===== src/rtl/pipe_hazard_ctrl.sv =====
// Y86-64 five-stage pipeline control: hazard stall/bubble generation, run/halt
// state machine and saturating performance counters.
module pipe_hazard_ctrl #(
    parameter int CNT_W = 32
) (
    input  logic             clk,
    input  logic             rst_n,
    input  logic             go,
    input  logic [3:0]       D_icode,
    input  logic [3:0]       d_srcA,
    input  logic [3:0]       d_srcB,
    input  logic [3:0]       E_icode,
    input  logic [3:0]       E_dstM,
    input  logic             e_Cnd,
    input  logic [3:0]       M_icode,
    input  logic [2:0]       m_stat,
    input  logic [2:0]       W_stat,
    output logic             F_stall,
    output logic             D_stall,
    output logic             D_bubble,
    output logic             E_bubble,
    output logic             M_bubble,
    output logic             W_stall,
    output logic             set_cc,
    output logic [2:0]       cpu_stat,
    output logic             halted,
    output logic [CNT_W-1:0] cyc_cnt,
    output logic [CNT_W-1:0] ret_cnt,
    output logic [CNT_W-1:0] lu_cnt,
    output logic [CNT_W-1:0] mp_cnt
);

    localparam logic [3:0] I_OPQ    = 4'h6;
    localparam logic [3:0] I_MRMOVQ = 4'h5;
    localparam logic [3:0] I_JXX    = 4'h7;
    localparam logic [3:0] I_RET    = 4'h9;
    localparam logic [3:0] I_POPQ   = 4'hB;
    localparam logic [3:0] R_NONE   = 4'hF;

    localparam logic [2:0] STAT_AOK = 3'd1;
    localparam logic [2:0] STAT_HLT = 3'd2;
    localparam logic [2:0] STAT_ADR = 3'd3;
    localparam logic [2:0] STAT_INS = 3'd4;

    typedef enum logic [1:0] {
        S_IDLE,
        S_RUN,
        S_HALTED
    } state_t;

    state_t state, state_nxt;
    logic   lu, rt, mp, mx, wx;

    assign lu = (E_icode == I_MRMOVQ || E_icode == I_POPQ) && (E_dstM != R_NONE)
                && (E_dstM == d_srcA || E_dstM == d_srcB);
    assign rt = (D_icode == I_RET) || (E_icode == I_RET) || (M_icode == I_RET);
    assign mp = (E_icode == I_JXX) && !e_Cnd;
    assign mx = (m_stat == STAT_HLT) || (m_stat == STAT_ADR) || (m_stat == STAT_INS);
    assign wx = (W_stat == STAT_HLT) || (W_stat == STAT_ADR) || (W_stat == STAT_INS);

    assign halted = (state == S_HALTED);

    // NOTE: every signal gets a default first so no path through the case infers a latch.
    always_comb begin
        state_nxt = state;
        F_stall   = 1'b1;
        D_stall   = 1'b1;
        D_bubble  = 1'b0;
        E_bubble  = 1'b1;
        M_bubble  = 1'b1;
        W_stall   = 1'b1;
        set_cc    = 1'b0;
        case (state)
            S_IDLE: begin
                if (go) state_nxt = S_RUN;
            end
            S_RUN: begin
                F_stall  = lu | rt;
                D_stall  = lu;
                D_bubble = mp | (!lu & rt);
                E_bubble = mp | lu;
                M_bubble = mx | wx;
                W_stall  = wx;
                set_cc   = (E_icode == I_OPQ) & !mx & !wx;
                if (wx) state_nxt = S_HALTED;
            end
            default: ;
        endcase
    end

    // NOTE: state is updated with non-blocking assignments so every register samples pre-edge values.
    always_ff @(posedge clk or negedge rst_n) begin
        if (!rst_n) begin
            state    <= S_IDLE;
            cpu_stat <= STAT_AOK;
        end else begin
            state <= state_nxt;
            if (state == S_RUN && wx) cpu_stat <= W_stat;
        end
    end

    function automatic logic [CNT_W-1:0] sat_inc(input logic [CNT_W-1:0] v, input logic en);
        return (en && v != '1) ? v + CNT_W'(1) : v;
    endfunction

    // Counters only advance while running; they saturate rather than wrap.
    always_ff @(posedge clk or negedge rst_n) begin
        if (!rst_n) begin
            cyc_cnt <= '0;
            ret_cnt <= '0;
            lu_cnt  <= '0;
            mp_cnt  <= '0;
        end else if (state == S_RUN) begin
            cyc_cnt <= sat_inc(cyc_cnt, 1'b1);
            ret_cnt <= sat_inc(ret_cnt, W_stat == STAT_AOK);
            lu_cnt  <= sat_inc(lu_cnt, lu);
            mp_cnt  <= sat_inc(mp_cnt, mp);
        end
    end

endmodule


===== config.mk =====
export PLATFORM = sky130hd
export DESIGN_NAME = pipe_hazard_ctrl
export DESIGN_NICKNAME = d
export VERILOG_FILES = /design/src/rtl/pipe_hazard_ctrl.sv
export SDC_FILE = /design/constraint.sdc
export NUM_CORES = 1
export LEC_CHECK = 0
export ABC_AREA = 1
export ABC_CLOCK_PERIOD_IN_PS = 1900
export CORE_UTILIZATION = 53
export DETAILED_ROUTE_END_ITERATION = 10
export PLACE_DENSITY = 0.81
export SYNTH_ARGS = -nofsm -noshare
export SYNTH_HDL_FRONTEND = slang
export SYNTH_SLANG_ARGS = --single-unit

===== constraint.sdc =====
create_clock -name clk -period 1.9 [get_ports clk]
set_clock_uncertainty 0.05 [all_clocks]
set_input_delay 0.19 -clock clk [delete_from_list [all_inputs] [get_ports clk]]
set_output_delay 0.19 -clock clk [all_outputs]
set_load 0.01 [all_outputs]

==> impl_metrics.prom <==
# TYPE chip_impl_metric gauge
chip_impl_info{name="outcome",value="finished, final reports clean"} 1
chip_impl_metric{name="design_power_total",unit="mW"} 6.77
chip_impl_metric{name="synth_area",unit="mm²"} 0.00904
chip_impl_metric{name="period_minus_slack",unit="ns"} 1.85
chip_impl_metric{name="antenna_cells_inserted",unit=""} 0
chip_impl_metric{name="worst-endpoint-required",unit="ns"} 1.66
chip_impl_metric{name="netlist.area_leader.share",unit=""} 0.365
chip_impl_metric{name="ys_seq_elements",unit=""} 133
chip_impl_info{name="cts_root_buffer",value="clkbuf_16"} 1
chip_impl_metric{name="antenna_violations_before_repair",unit=""} 0
chip_impl_metric{name="htree_levels",unit=""} 4
chip_impl_metric{name="route.detailed.wl_per_inst",unit="µm"} 14.2
chip_impl_metric{name="finalHoldViolCount",unit=""} 0
chip_impl_metric{name="stdcell_count",unit=""} 1852
chip_impl_metric{name="top_level_ports",unit=""} 173
chip_impl_metric{name="synth-edff-count",unit=""} 0
chip_impl_info{name="criticalPathCategory",value="register to output pin"} 1
chip_impl_metric{name="ys_warn_count",unit=""} 0
chip_impl_info{name="yosysTopAreaCell",value="dfrtp_1"} 1
chip_impl_metric{name="share_of_the_clock_period_used_by_the_worst_path_after_layout",unit=""} 0.972
chip_impl_metric{name="fillers",unit=""} 1352
chip_impl_metric{name="tritoncts_num_sinks",unit=""} 133
chip_impl_metric{name="final_net_count",unit=""} 1657
chip_impl_metric{name="die_w",unit="µm"} 133
chip_impl_metric{name="setup_violators_final",unit=""} 0
chip_impl_metric{name="routed-via-count",unit=""} 9639
chip_impl_metric{name="mean_syn_cell_area",unit="µm²"} 6.58
chip_impl_metric{name="vias_in_the_first_global_route",unit=""} 8953
chip_impl_metric{name="place_hpwl",unit="µm"} 19600
chip_impl_metric{name="totalWireLength",unit="µm"} 26300
chip_impl_metric{name="synthesis.nets",unit=""} 1413
chip_impl_metric{name="dr.first_iter.drc_count",unit=""} 787
chip_impl_metric{name="cts_buffer_depth",unit=""} 2
chip_impl_info{name="min_path_type",value="input pin to asynchronous set/reset pin"} 1
chip_impl_metric{name="synth.lib_cells_used.distinct",unit=""} 39
chip_impl_metric{name="async_flop_share",unit=""} 1.00
chip_impl_metric{name="crit_fanout",unit=""} 4
chip_impl_metric{name="crit_arrival",unit="ns"} 1.61
chip_impl_metric{name="max_clock_freq",unit="GHz"} 0.542
chip_impl_metric{name="globalRoute.totalOverflow",unit=""} 0
chip_impl_metric{name="route.antenna.remaining_nets",unit=""} 0
chip_impl_metric{name="placedCellCount",unit=""} 1817
chip_impl_info{name="post-synth-top-count-cell",value="nand2_1"} 1
chip_impl_metric{name="total_leakage_power",unit="nW"} 5.62
chip_impl_metric{name="grt_start_max_net_pins",unit=""} 46
chip_impl_metric{name="port-buffer-count",unit=""} 172
chip_impl_metric{name="share_of_the_yosys_chip_area_belonging_to_registers",unit=""} 0.368
chip_impl_info{name="synth_ff_type",value="dfrtp_1"} 1
chip_impl_metric{name="max-slew-margin-rel",unit=""} 0.697
chip_impl_metric{name="grt_pass1_wl",unit="µm"} 43100
chip_impl_metric{name="cts.reportedPaths.clkPinSlew",unit="ns"} 0.06
chip_impl_metric{name="fraction_of_layout_cells_with_a_size_suffix_above_1",unit=""} 0.105
chip_impl_metric{name="initial_util",unit=""} 0.543
chip_impl_info{name="clock_tree_from_tritoncts",value="done"} 1
chip_impl_info{name="crit_path_start_kind",value="register"} 1
chip_impl_metric{name="p_per_area",unit="mW/mm²"} 554
chip_impl_info{name="worst_setup_path_end_kind",value="output pin"} 1
chip_impl_info{name="most_common_library_cells_after_synthesis",value="nand2_1 (677), nor2_1 (195), dfrtp_1 (132)"} 1
chip_impl_metric{name="number_of_buffers_created_by_cts",unit=""} 17
chip_impl_metric{name="finalWeightedCongestion",unit=""} 0.934
chip_impl_metric{name="drt_drc_violations_left",unit=""} 0
chip_impl_metric{name="coreArea",unit="mm²"} 0.0166
chip_impl_metric{name="vdd_drop_max",unit="µV"} 649
chip_impl_metric{name="worst_hold_margin",unit="ns"} 0.213
chip_impl_metric{name="worstMarginPinSlew",unit="ns"} 0.455
chip_impl_metric{name="grt_usage",unit=""} 0.305
chip_impl_metric{name="clk_latency",unit="ns"} 0.42
chip_impl_info{name="main_area_contributors_after_synthesis",value="dfrtp_1 (37%), nand2_1 (28%), nor2_1 (8.1%), xnor2_1 (3.3%), xor2_1 (3.3%)"} 1
chip_impl_metric{name="syn-instance-count",unit=""} 1375
chip_impl_metric{name="maximum_capacitance_violations",unit=""} 0
chip_impl_metric{name="avgViaCountPerCell",unit=""} 5.20
chip_impl_metric{name="finalMaxSlewViolations",unit=""} 0
chip_impl_metric{name="rows",unit=""} 47
chip_impl_metric{name="area_of_the_die",unit="mm²"} 0.0176
chip_impl_metric{name="chipHeight",unit="µm"} 133
chip_impl_metric{name="firstDrtPassIters",unit=""} 6
chip_impl_info{name="grt_setup_unrepaired",value="true"} 1
chip_impl_metric{name="relative_area_change_from_synthesis_to_final_layout",unit="%"} 35.1
-- registers in the layout (all words and copies together) (netlist names) --
signal and cells:
cpu_stat 3, cyc_cnt 32, lu_cnt 32, mp_cnt 32, ret_cnt 32, state 2
-- layer usage --
metal	share of wire	wire length (µm)	up-vias	GRT usage
li1	-	-	4785	-
met3	0.061	1620	60	0.0490
met1	0.43	11400	4428	0.396
met2	0.49	12800	366	0.515
met5	0	0	-	0
met4	0.021	565	0	0.111
-- worst paths after layout --
check / startpoint / end / slack (ns) / depth (start not counted)
worst max-delay path: state[1] / set_cc / 0.05 / 7
max in group asynchronous: rst_n / ret_cnt[1] / 1.01 / 3
worst min-delay path: rst_n / cyc_cnt[1] / 0.21 / 2
worst max register to register: ret_cnt[3] / ret_cnt[31] / 0.12 / 9
worst min register to register: state[1] / state[1] / 0.44 / 2
min in group clk: W_stat[0] / cpu_stat[0] / 0.30 / 3
-- through the flow --
step | setup TNS, ns | utilization | instance area [µm²] | setup WS [ns]
after global placement | -5.14 | 0.689 | 11500 | -0.400
after detailed placement | -7.55 | 0.689 | 11500 | -0.444
final | 0 | 0.734 | 12200 | 0.0540
after floorplan | 0 | - | 9040 | 0.101
after global routing | -0.0673 | 0.734 | 12200 | -0.0515
after CTS | -0.117 | 0.732 | 12200 | -0.117
-- layout make-up --
type	count	area, µm²	share of cell area
inverters	77	304	0.0249
flip-flops and latches	133	3330	0.273
clock inverters	9	173	0.0141
multi-input cells	1141	5240	0.429
well taps	220	275	0.0225
clock buffers	23	478	0.0391
repair buffers	249	2410	0.197
-- cell families (layout without fill, tap and decap cells) --
logic type | count (synthesis) | in the layout | synth area share
xor+xnor | 68 | 68 | 0.0658
fa+ha+maj | 4 | 4 | 0.00553
compound gates | 35 | 35 | 0.0210
flops | 133 | 133 | 0.368
simple gates | 1034 | 1034 | 0.483
buf+inv | 101 | 358 | 0.0570
-- power breakdown --
| group | switching, mW | internal (mW) | total (mW) |
|---|---|---|---|
| Clock | 1.24 | 2.43 | 3.67 |
| Combinational | 0.138 | 0.117 | 0.256 |
| Sequential | 0.00290 | 2.84 | 2.84 |
-- cell usage in the layout, fill, tap and decap left out, drive strengths merged, types with 2 or more instances in the layout --
cell type / instances
a21boi: 3
a21oi: 3
buf: 77
bufinv: 5
clkbuf: 26
clkdlybuf4s15: 2
clkdlybuf4s50: 160
clkinv: 4
dfrtp: 132
dlygate4sd2: 4
ha: 4
inv: 76
nand2: 691
nand3: 53
nand3b: 37
nand4: 21
nor2: 208
nor3: 22
o21ai: 27
xnor2: 34
xor2: 34
-- worst max-delay path, stage by stage, from the launching register on --
cell and delay [ns]:
dfrtp_1 0.37, inv_2 0.09, nand2_4 0.07, clkinv_4 0.08
nand4_1 0.13, nor4_2 0.18, buf_4 0.17, buf_6 0.10
-- what timing repair did --
item	in CTS	in global routing
endpoints found under the hold margin	40	0
resized for setup	20	21
pin swaps	3	8
hold buffers	1	0
setup buffers	1	0
endpoints found under the setup margin	7	58
cloned	1	0
(Power assumes the default switching activity.)
